[src/rtl/addsub_share_arbiter_pkg.sv]
// Shared types and the rotate-priority pick function for the add/sub arbiter.
package addsub_arb_pkg;

    localparam int NREQ_DEF = 4;
    localparam int NREQ_MAX = 8;
    localparam int IDW_MAX  = 3;

    // Result of a round-robin scan: index of the winner and whether one exists.
    typedef struct packed {
        logic               found;
        logic [IDW_MAX-1:0] idx;
    } pick_t;

    // Contents of the single response slot.
    typedef struct packed {
        logic [IDW_MAX-1:0] id;
        logic [7:0]         s;
        logic               overflow;
        logic               carry;
    } rsp_t;

    // First set bit of valid[n-1:0], scanning ptr, ptr+1, ... modulo n.
    function automatic pick_t rr_pick(input logic [NREQ_MAX-1:0] valid,
                                      input logic [IDW_MAX-1:0]  ptr,
                                      input int                  n);
        pick_t r;
        int    j;
        r = '0;
        for (int k = 0; k < NREQ_MAX; k++) begin
            if (k < n) begin
                j = (int'(ptr) + k) % n;
                if (!r.found && valid[j]) begin
                    r.found = 1'b1;
                    r.idx   = IDW_MAX'(j);
                end
            end
        end
        return r;
    endfunction

endpackage

[src/rtl/addsub_share_arbiter_if.sv]
// Request/response bundle between the requesters and the shared add/sub arbiter.
interface addsub_share_arbiter_if
    import addsub_arb_pkg::*;
#(
    parameter int NREQ = NREQ_DEF,
    localparam int IDW = $clog2(NREQ)
);
    logic [NREQ-1:0]   req_valid;
    logic [NREQ-1:0]   req_ready;
    logic [NREQ*8-1:0] req_x;
    logic [NREQ*8-1:0] req_y;
    logic [NREQ-1:0]   req_sub;
    logic              rsp_valid;
    logic              rsp_ready;
    logic [IDW-1:0]    rsp_id;
    logic [7:0]        rsp_s;
    logic              rsp_overflow;
    logic              rsp_carry;

    modport master (
        output req_valid, req_x, req_y, req_sub, rsp_ready,
        input  req_ready, rsp_valid, rsp_id, rsp_s, rsp_overflow, rsp_carry
    );

    modport slave (
        input  req_valid, req_x, req_y, req_sub, rsp_ready,
        output req_ready, rsp_valid, rsp_id, rsp_s, rsp_overflow, rsp_carry
    );
endinterface

[src/rtl/addsub_share_arbiter_rr_grant.sv]
// Combinational rotate-priority picker: one-hot grant starting the scan at ptr.
module rr_grant
    import addsub_arb_pkg::*;
#(
    parameter int NREQ = NREQ_DEF,
    localparam int IDW = $clog2(NREQ)
) (
    input  logic [NREQ-1:0] req_valid,
    input  logic [IDW-1:0]  ptr,
    input  logic            enable,
    output logic [NREQ-1:0] grant,
    output logic [IDW-1:0]  idx,
    output logic            found
);
    logic [NREQ_MAX-1:0] valid_pad;
    pick_t               pick;

    genvar gi;
    generate
        for (gi = 0; gi < NREQ_MAX; gi++) begin : g_pad
            if (gi < NREQ) begin : g_real
                assign valid_pad[gi] = req_valid[gi];
            end else begin : g_zero
                assign valid_pad[gi] = 1'b0;
            end
        end
    endgenerate

    assign pick  = rr_pick(valid_pad, IDW_MAX'(ptr), NREQ);
    assign found = enable & pick.found;
    assign idx   = pick.idx[IDW-1:0];

    generate
        for (gi = 0; gi < NREQ; gi++) begin : g_onehot
            assign grant[gi] = found & (pick.idx == IDW_MAX'(gi));
        end
    endgenerate
endmodule

[src/rtl/bit_adder.sv]
// 8-bit ripple add/subtract; subtraction is X + ~Y + 1.
module bit_adder (
    input  logic [7:0] x,
    input  logic [7:0] y,
    input  logic       sub,
    output logic [7:0] s,
    output logic       overflow,
    output logic       carry
);
    logic [8:0] c;
    logic [7:0] y_eff;

    assign c[0]  = sub;
    assign y_eff = y ^ {8{sub}};

    genvar gi;
    generate
        for (gi = 0; gi < 8; gi++) begin : g_bit
            assign s[gi]   = x[gi] ^ y_eff[gi] ^ c[gi];
            assign c[gi+1] = (x[gi] & y_eff[gi]) | (c[gi] & (x[gi] ^ y_eff[gi]));
        end
    endgenerate

    assign overflow = c[7] ^ c[8];
    assign carry    = c[8];
endmodule

[src/rtl/addsub_share_arbiter.sv]
// Round-robin sharing of one add/sub datapath with a single registered response slot.
module addsub_share_arbiter
    import addsub_arb_pkg::*;
#(
    parameter int NREQ = NREQ_DEF,
    localparam int IDW = $clog2(NREQ)
) (
    input logic                   clk,
    input logic                   rst,
    addsub_share_arbiter_if.slave bus
);
    logic [IDW-1:0]  ptr_reg, ptr_next;
    rsp_t            rsp_reg, rsp_next;
    logic            rsp_valid_reg, rsp_valid_next;
    logic            can_accept;
    logic [NREQ-1:0] grant;
    logic [IDW-1:0]  grant_idx;
    logic            grant_found;
    logic [7:0]      x_arr [NREQ];
    logic [7:0]      y_arr [NREQ];
    logic [7:0]      sum;
    logic            ovf;
    logic            cout;
    logic            unused_id_bits;

    // The slot can take a new result if it is empty or being drained this cycle.
    assign can_accept = ~rsp_valid_reg | bus.rsp_ready;

    rr_grant #(.NREQ(NREQ)) u_rr_grant (
        .req_valid (bus.req_valid),
        .ptr       (ptr_reg),
        .enable    (can_accept & ~rst),
        .grant     (grant),
        .idx       (grant_idx),
        .found     (grant_found)
    );

    assign bus.req_ready = grant;

    genvar gi;
    generate
        for (gi = 0; gi < NREQ; gi++) begin : g_unpack
            assign x_arr[gi] = bus.req_x[gi*8 +: 8];
            assign y_arr[gi] = bus.req_y[gi*8 +: 8];
        end
    endgenerate

    bit_adder u_bit_adder (
        .x        (x_arr[grant_idx]),
        .y        (y_arr[grant_idx]),
        .sub      (bus.req_sub[grant_idx]),
        .s        (sum),
        .overflow (ovf),
        .carry    (cout)
    );

    // Next slot contents and pointer: load on grant, otherwise drain or hold.
    always_comb begin
        rsp_next       = rsp_reg;
        rsp_valid_next = rsp_valid_reg;
        ptr_next       = ptr_reg;
        if (grant_found) begin
            rsp_next.id       = IDW_MAX'(grant_idx);
            rsp_next.s        = sum;
            rsp_next.overflow = ovf;
            rsp_next.carry    = cout;
            rsp_valid_next    = 1'b1;
            ptr_next          = (grant_idx == IDW'(NREQ - 1)) ? '0 : grant_idx + IDW'(1);
        end else if (rsp_valid_reg && bus.rsp_ready) begin
            rsp_valid_next = 1'b0;
        end
    end

    // Slot and pointer registers; reset drops any pending result at once.
    always_ff @(posedge clk or posedge rst) begin
        if (rst) begin
            rsp_reg       <= '0;
            rsp_valid_reg <= 1'b0;
            ptr_reg       <= '0;
        end else begin
            rsp_reg       <= rsp_next;
            rsp_valid_reg <= rsp_valid_next;
            ptr_reg       <= ptr_next;
        end
    end

    assign bus.rsp_valid    = rsp_valid_reg;
    assign bus.rsp_id       = rsp_reg.id[IDW-1:0];
    assign bus.rsp_s        = rsp_reg.s;
    assign bus.rsp_overflow = rsp_reg.overflow;
    assign bus.rsp_carry    = rsp_reg.carry;
    assign unused_id_bits   = ^rsp_reg.id;
endmodule
[src/flat_wrapper.sv]
// flat-port wrapper written by rule: the top's interface ports become plain ports
module addsub_share_arbiter_flat import addsub_arb_pkg::*;
#(
    parameter int NREQ = NREQ_DEF,
    localparam int IDW = $clog2(NREQ)
)
  (clk, rst, bus_req_valid, bus_req_x, bus_req_y, bus_req_sub, bus_rsp_ready, bus_req_ready, bus_rsp_valid, bus_rsp_id, bus_rsp_s, bus_rsp_overflow, bus_rsp_carry);
  addsub_share_arbiter_if #(.NREQ(NREQ)) bus_i ();
  input logic clk;
  input logic rst;
  input wire logic [$bits(bus_i.req_valid)-1:0] bus_req_valid;
  input wire logic [$bits(bus_i.req_x)-1:0] bus_req_x;
  input wire logic [$bits(bus_i.req_y)-1:0] bus_req_y;
  input wire logic [$bits(bus_i.req_sub)-1:0] bus_req_sub;
  input wire logic [$bits(bus_i.rsp_ready)-1:0] bus_rsp_ready;
  output wire logic [$bits(bus_i.req_ready)-1:0] bus_req_ready;
  output wire logic [$bits(bus_i.rsp_valid)-1:0] bus_rsp_valid;
  output wire logic [$bits(bus_i.rsp_id)-1:0] bus_rsp_id;
  output wire logic [$bits(bus_i.rsp_s)-1:0] bus_rsp_s;
  output wire logic [$bits(bus_i.rsp_overflow)-1:0] bus_rsp_overflow;
  output wire logic [$bits(bus_i.rsp_carry)-1:0] bus_rsp_carry;
  assign bus_i.req_valid = bus_req_valid;
  assign bus_i.req_x = bus_req_x;
  assign bus_i.req_y = bus_req_y;
  assign bus_i.req_sub = bus_req_sub;
  assign bus_i.rsp_ready = bus_rsp_ready;
  assign bus_req_ready = bus_i.req_ready;
  assign bus_rsp_valid = bus_i.rsp_valid;
  assign bus_rsp_id = bus_i.rsp_id;
  assign bus_rsp_s = bus_i.rsp_s;
  assign bus_rsp_overflow = bus_i.rsp_overflow;
  assign bus_rsp_carry = bus_i.rsp_carry;
  addsub_share_arbiter #(.NREQ(NREQ)) u_core (.clk(clk), .rst(rst), .bus(bus_i));
endmodule
[config.mk]
export PLATFORM = sky130hd
export DESIGN_NAME = addsub_share_arbiter_flat
export DESIGN_NICKNAME = d
export VERILOG_FILES = /design/src/rtl/addsub_share_arbiter_pkg.sv /design/src/rtl/addsub_share_arbiter_if.sv /design/src/rtl/addsub_share_arbiter_rr_grant.sv /design/src/rtl/bit_adder.sv /design/src/rtl/addsub_share_arbiter.sv /design/src/flat_wrapper.sv
export SDC_FILE = /design/constraint.sdc
export NUM_CORES = 1
export LEC_CHECK = 0
export CORE_ASPECT_RATIO = 1.1
export CORE_MARGIN = 3
export CORE_UTILIZATION = 45
export DETAILED_ROUTE_END_ITERATION = 8
export DONT_BUFFER_PORTS = 1
export PLACE_DENSITY = 0.67
export SLEW_MARGIN = 30
export SYNTH_ARGS = -nofsm -noshare
export SYNTH_HDL_FRONTEND = slang
export SYNTH_HIERARCHICAL = 1
export SYNTH_SLANG_ARGS = --single-unit
[constraint.sdc]
create_clock -name clk -period 8.2 [get_ports clk]
set_input_delay 2.46 -clock clk [delete_from_list [all_inputs] [get_ports clk]]
set_output_delay 2.46 -clock clk [all_outputs]
set_load 0.01 [all_outputs]
==> flow_summary.toml, run 1 <==
[setup_path]
path_class = "primary input to flop"
endpoint_kind = "flop"
crit_path_start_kind = "primary input"
reg2reg_slack_ns = 2.85
timing.rr.start = "u_core/ptr_reg[0]"
cp_max_fo = 14
reg2reg_depth = 16
timing.rr.end = "u_core/bus.rsp_s[7]"
worst-endpoint-arrival_ns = 7.23
cp.required_ns = 8.36

[timing]
setup_viol = 0
hold_violations = 0
rsz0062_at_grt = "no"
tns_ns = 0
fin_worst_skew_ns = 0.00818
period_needed_ns = 7.07
layout_setup_ws_ns = 1.13
fmax_mhz = 141
max_slew.worst_pin.slew_ns = 0.738
max_slew_margin = 0.507
fin_crit_sh = 0.862
drv_slew = 0

[power]
vdd_ir_drop_max_uv = 241
p_sw_frac = 0.419
p_clk_frac = 0.064
seqPwrFrac = 0.254
comb_power_share = 0.682
leakage_nw = 0.636
p_switching_mw = 0.260
powerDensity_nw_per_um2 = 415
p_int_mw = 0.362

[grt]
grt_pass1_wl_um = 4700
antenna_found_initial = 0
grt_overflow_total = 0
grt_max_degree = 18
gr-usage-all-layers = 0.163
grt_pass1_vias = 1052

[yosys]
yosys.area.top_type = "dfrtp_1"
ys_ff_latch = 15
yosysTopAreaCellShare = 0.256
avgSynthCellArea_um2 = 13.6
synthesis.area_um2 = 1470
synthCells = 108
syn-num-nets = 191
yosys_warnings = 6
ys_types = 24
synth_area_leaders = "dfrtp_1, mux4_1, mux4_2"
synth_seq_area_share = 0.256

[hold_path]
hold_path.startpoint = "u_core/bus.rsp_valid"
worst_hold_path_type = "flop to flop"
whs_endpoint = "u_core/bus.rsp_valid"
hold_path_depth = 1

[floorplanning]
fp-row-count = 21
core_um2 = 3070
io_pins = 92
start_util = 0.477
die_x_um = 60.4
dieArea_um2 = 3980
die-height_um = 65.8

[placement]
dpl.hpwl_um = 2600
preCtsSetupSlack_ns = 0.806
gp_congestion = 0.725
port_buffers = 0

[finish]
area_delta_synth_final_pct = 2.39
fin_nets = 192
nFillCells = 281
layout_common_cells = "inv_1, mux2_2, dfrtp_1"
seqCellArea_um2 = 375
drive_gt1_frac = 0.306
antennaDiodeCount = 0
multi_input_area_um2 = 966
final_common_cell = "inv_1"
largest_reg_flops = 8

[drt]
ant_nets = 0
viasPerCell = 6.22
wl_per_cell_um = 21.0
vias = 883
firstDrtPassIters = 4
drc_errors = 0
drt_iter0_markers = 50
routed_wl_um = 2980

[clock_network]
numCtsBuffers = 3
clock_path_buffers = 2
clk_latency_ns = 0.27
cts.sinks = 15
cts_hold_buf = 0
path_clk_slew_ns = 0.09
cts-root-buf = "clkbuf_4"
cts_resized = 0
cts_tree = "done"
h-tree-depth = 1
postCtsSetupBuffers = 0

[outcome]
status = "completed"

[flow_run]
drv_cap = 0
-- final cells by class --
class,instances,area share
inverter,18,0.0450
tap,34,0.0284
sequential,15,0.250
multi-input combinational,68,0.644
timing repair buffer,3,0.0150
clock buffer,4,0.0175
-- critical path, stage by stage --
cell,delay [ns]
nand2b_1,0.08
a21oi_1,0.10
a211oi_4,0.50
buf_4,0.36
mux4_2,0.55
xor2_1,0.20
fa_1,0.21
inv_1,0.05
fa_1,0.37
fa_1,0.39
fa_1,0.39
fa_1,0.38
fa_1,0.42
inv_1,0.09
fa_1,0.40
mux2_2,0.27
-- cell families after synthesis --
group           share of synthesized area
mux                                 0.400
simple gates                       0.0495
xor+xnor                           0.0538
fa+ha+maj                           0.104
flops                               0.256
buf+inv                            0.0888
compound gates                     0.0478
-- power by group through the flow --
stage,combinational [mW],sequential (mW),clock (mW)
finish,0.424,0.158,0.0401
global route,0.493,0.164,0.0486
CTS,0.438,0.159,0.0423
detailed placement,0.437,0.161,0
global placement,0.419,0.159,0
floorplan,0.376,0.150,0
-- metrics by stage --
stage | instance area (µm²) | utilization | hold WS [ns] | total power, mW | std cells
2_1_floorplan | 1470 | - | 0.510 | 0.526 | 108
3_3_place_gp | 1470 | 0.479 | 0.529 | 0.578 | 138
3_5_place_dp | 1470 | 0.479 | 0.557 | 0.598 | 138
4_1_cts | 1500 | 0.488 | 0.580 | 0.640 | 142
5_1_grt | 1500 | 0.488 | 0.613 | 0.705 | 142
6_report | 1500 | 0.488 | 0.584 | 0.622 | 142
-- how the worst max path moves through the flow --
stage | start | end | slack (ns) | cells after the start
3_3_place_gp | bus_req_valid[2] | u_core/bus.rsp_s[7] | 0.96 | 16
3_5_place_dp | bus_req_valid[0] | u_core/bus.rsp_s[7] | 0.81 | 16
6_report | bus_req_valid[0] | u_core/bus.rsp_s[7] | 1.13 | 16
2_1_floorplan | bus_req_valid[2] | u_core/bus.rsp_s[7] | 1.19 | 17
5_1_grt | bus_req_valid[2] | u_core/bus.rsp_s[7] | 0.91 | 16
4_1_cts | bus_req_valid[0] | u_core/bus.rsp_s[7] | 1.10 | 16
-- cells in the mapped netlist --
master,n
fa_1,7
buf_12,1
nor2_1,3
a211oi_4,1
o41ai_2,1
xnor2_1,6
nor3b_1,2
mux4_1,9
mux2_2,15
buf_2,4
buf_6,2
and3_1,1
nor3_1,1
a21o_1,1
a21oi_1,4
inv_1,18
nor3_2,1
mux4_2,8
nand2b_1,2
ha_1,1
nor3b_2,1
o22ai_1,1
dfrtp_1,15
xor2_1,3
-- metal layers --
layer,wire [µm],track usage,vias up,part of all wire
li1,-,-,393,-
met2,1600,0.284,55,0.54
met4,17,0.0332,0,0.0057
met3,402,0.0742,2,0.14
met1,958,0.181,433,0.32
met5,0,0,-,0
Power figures use the tool's default switching activity.
==> run 2: changes to the inputs <==
- CAP_MARGIN: not set -> 20
- GPL_ROUTABILITY_DRIVEN: not set -> 0
==> results of run 2 <==
Final layout, timing and power as in run 1 (identical DEF).
==> run 3: changes to the inputs <==
- SETUP_SLACK_MARGIN: not set -> 0.15
==> results of run 3 <==
Final layout, timing and power as in run 1 (identical DEF).
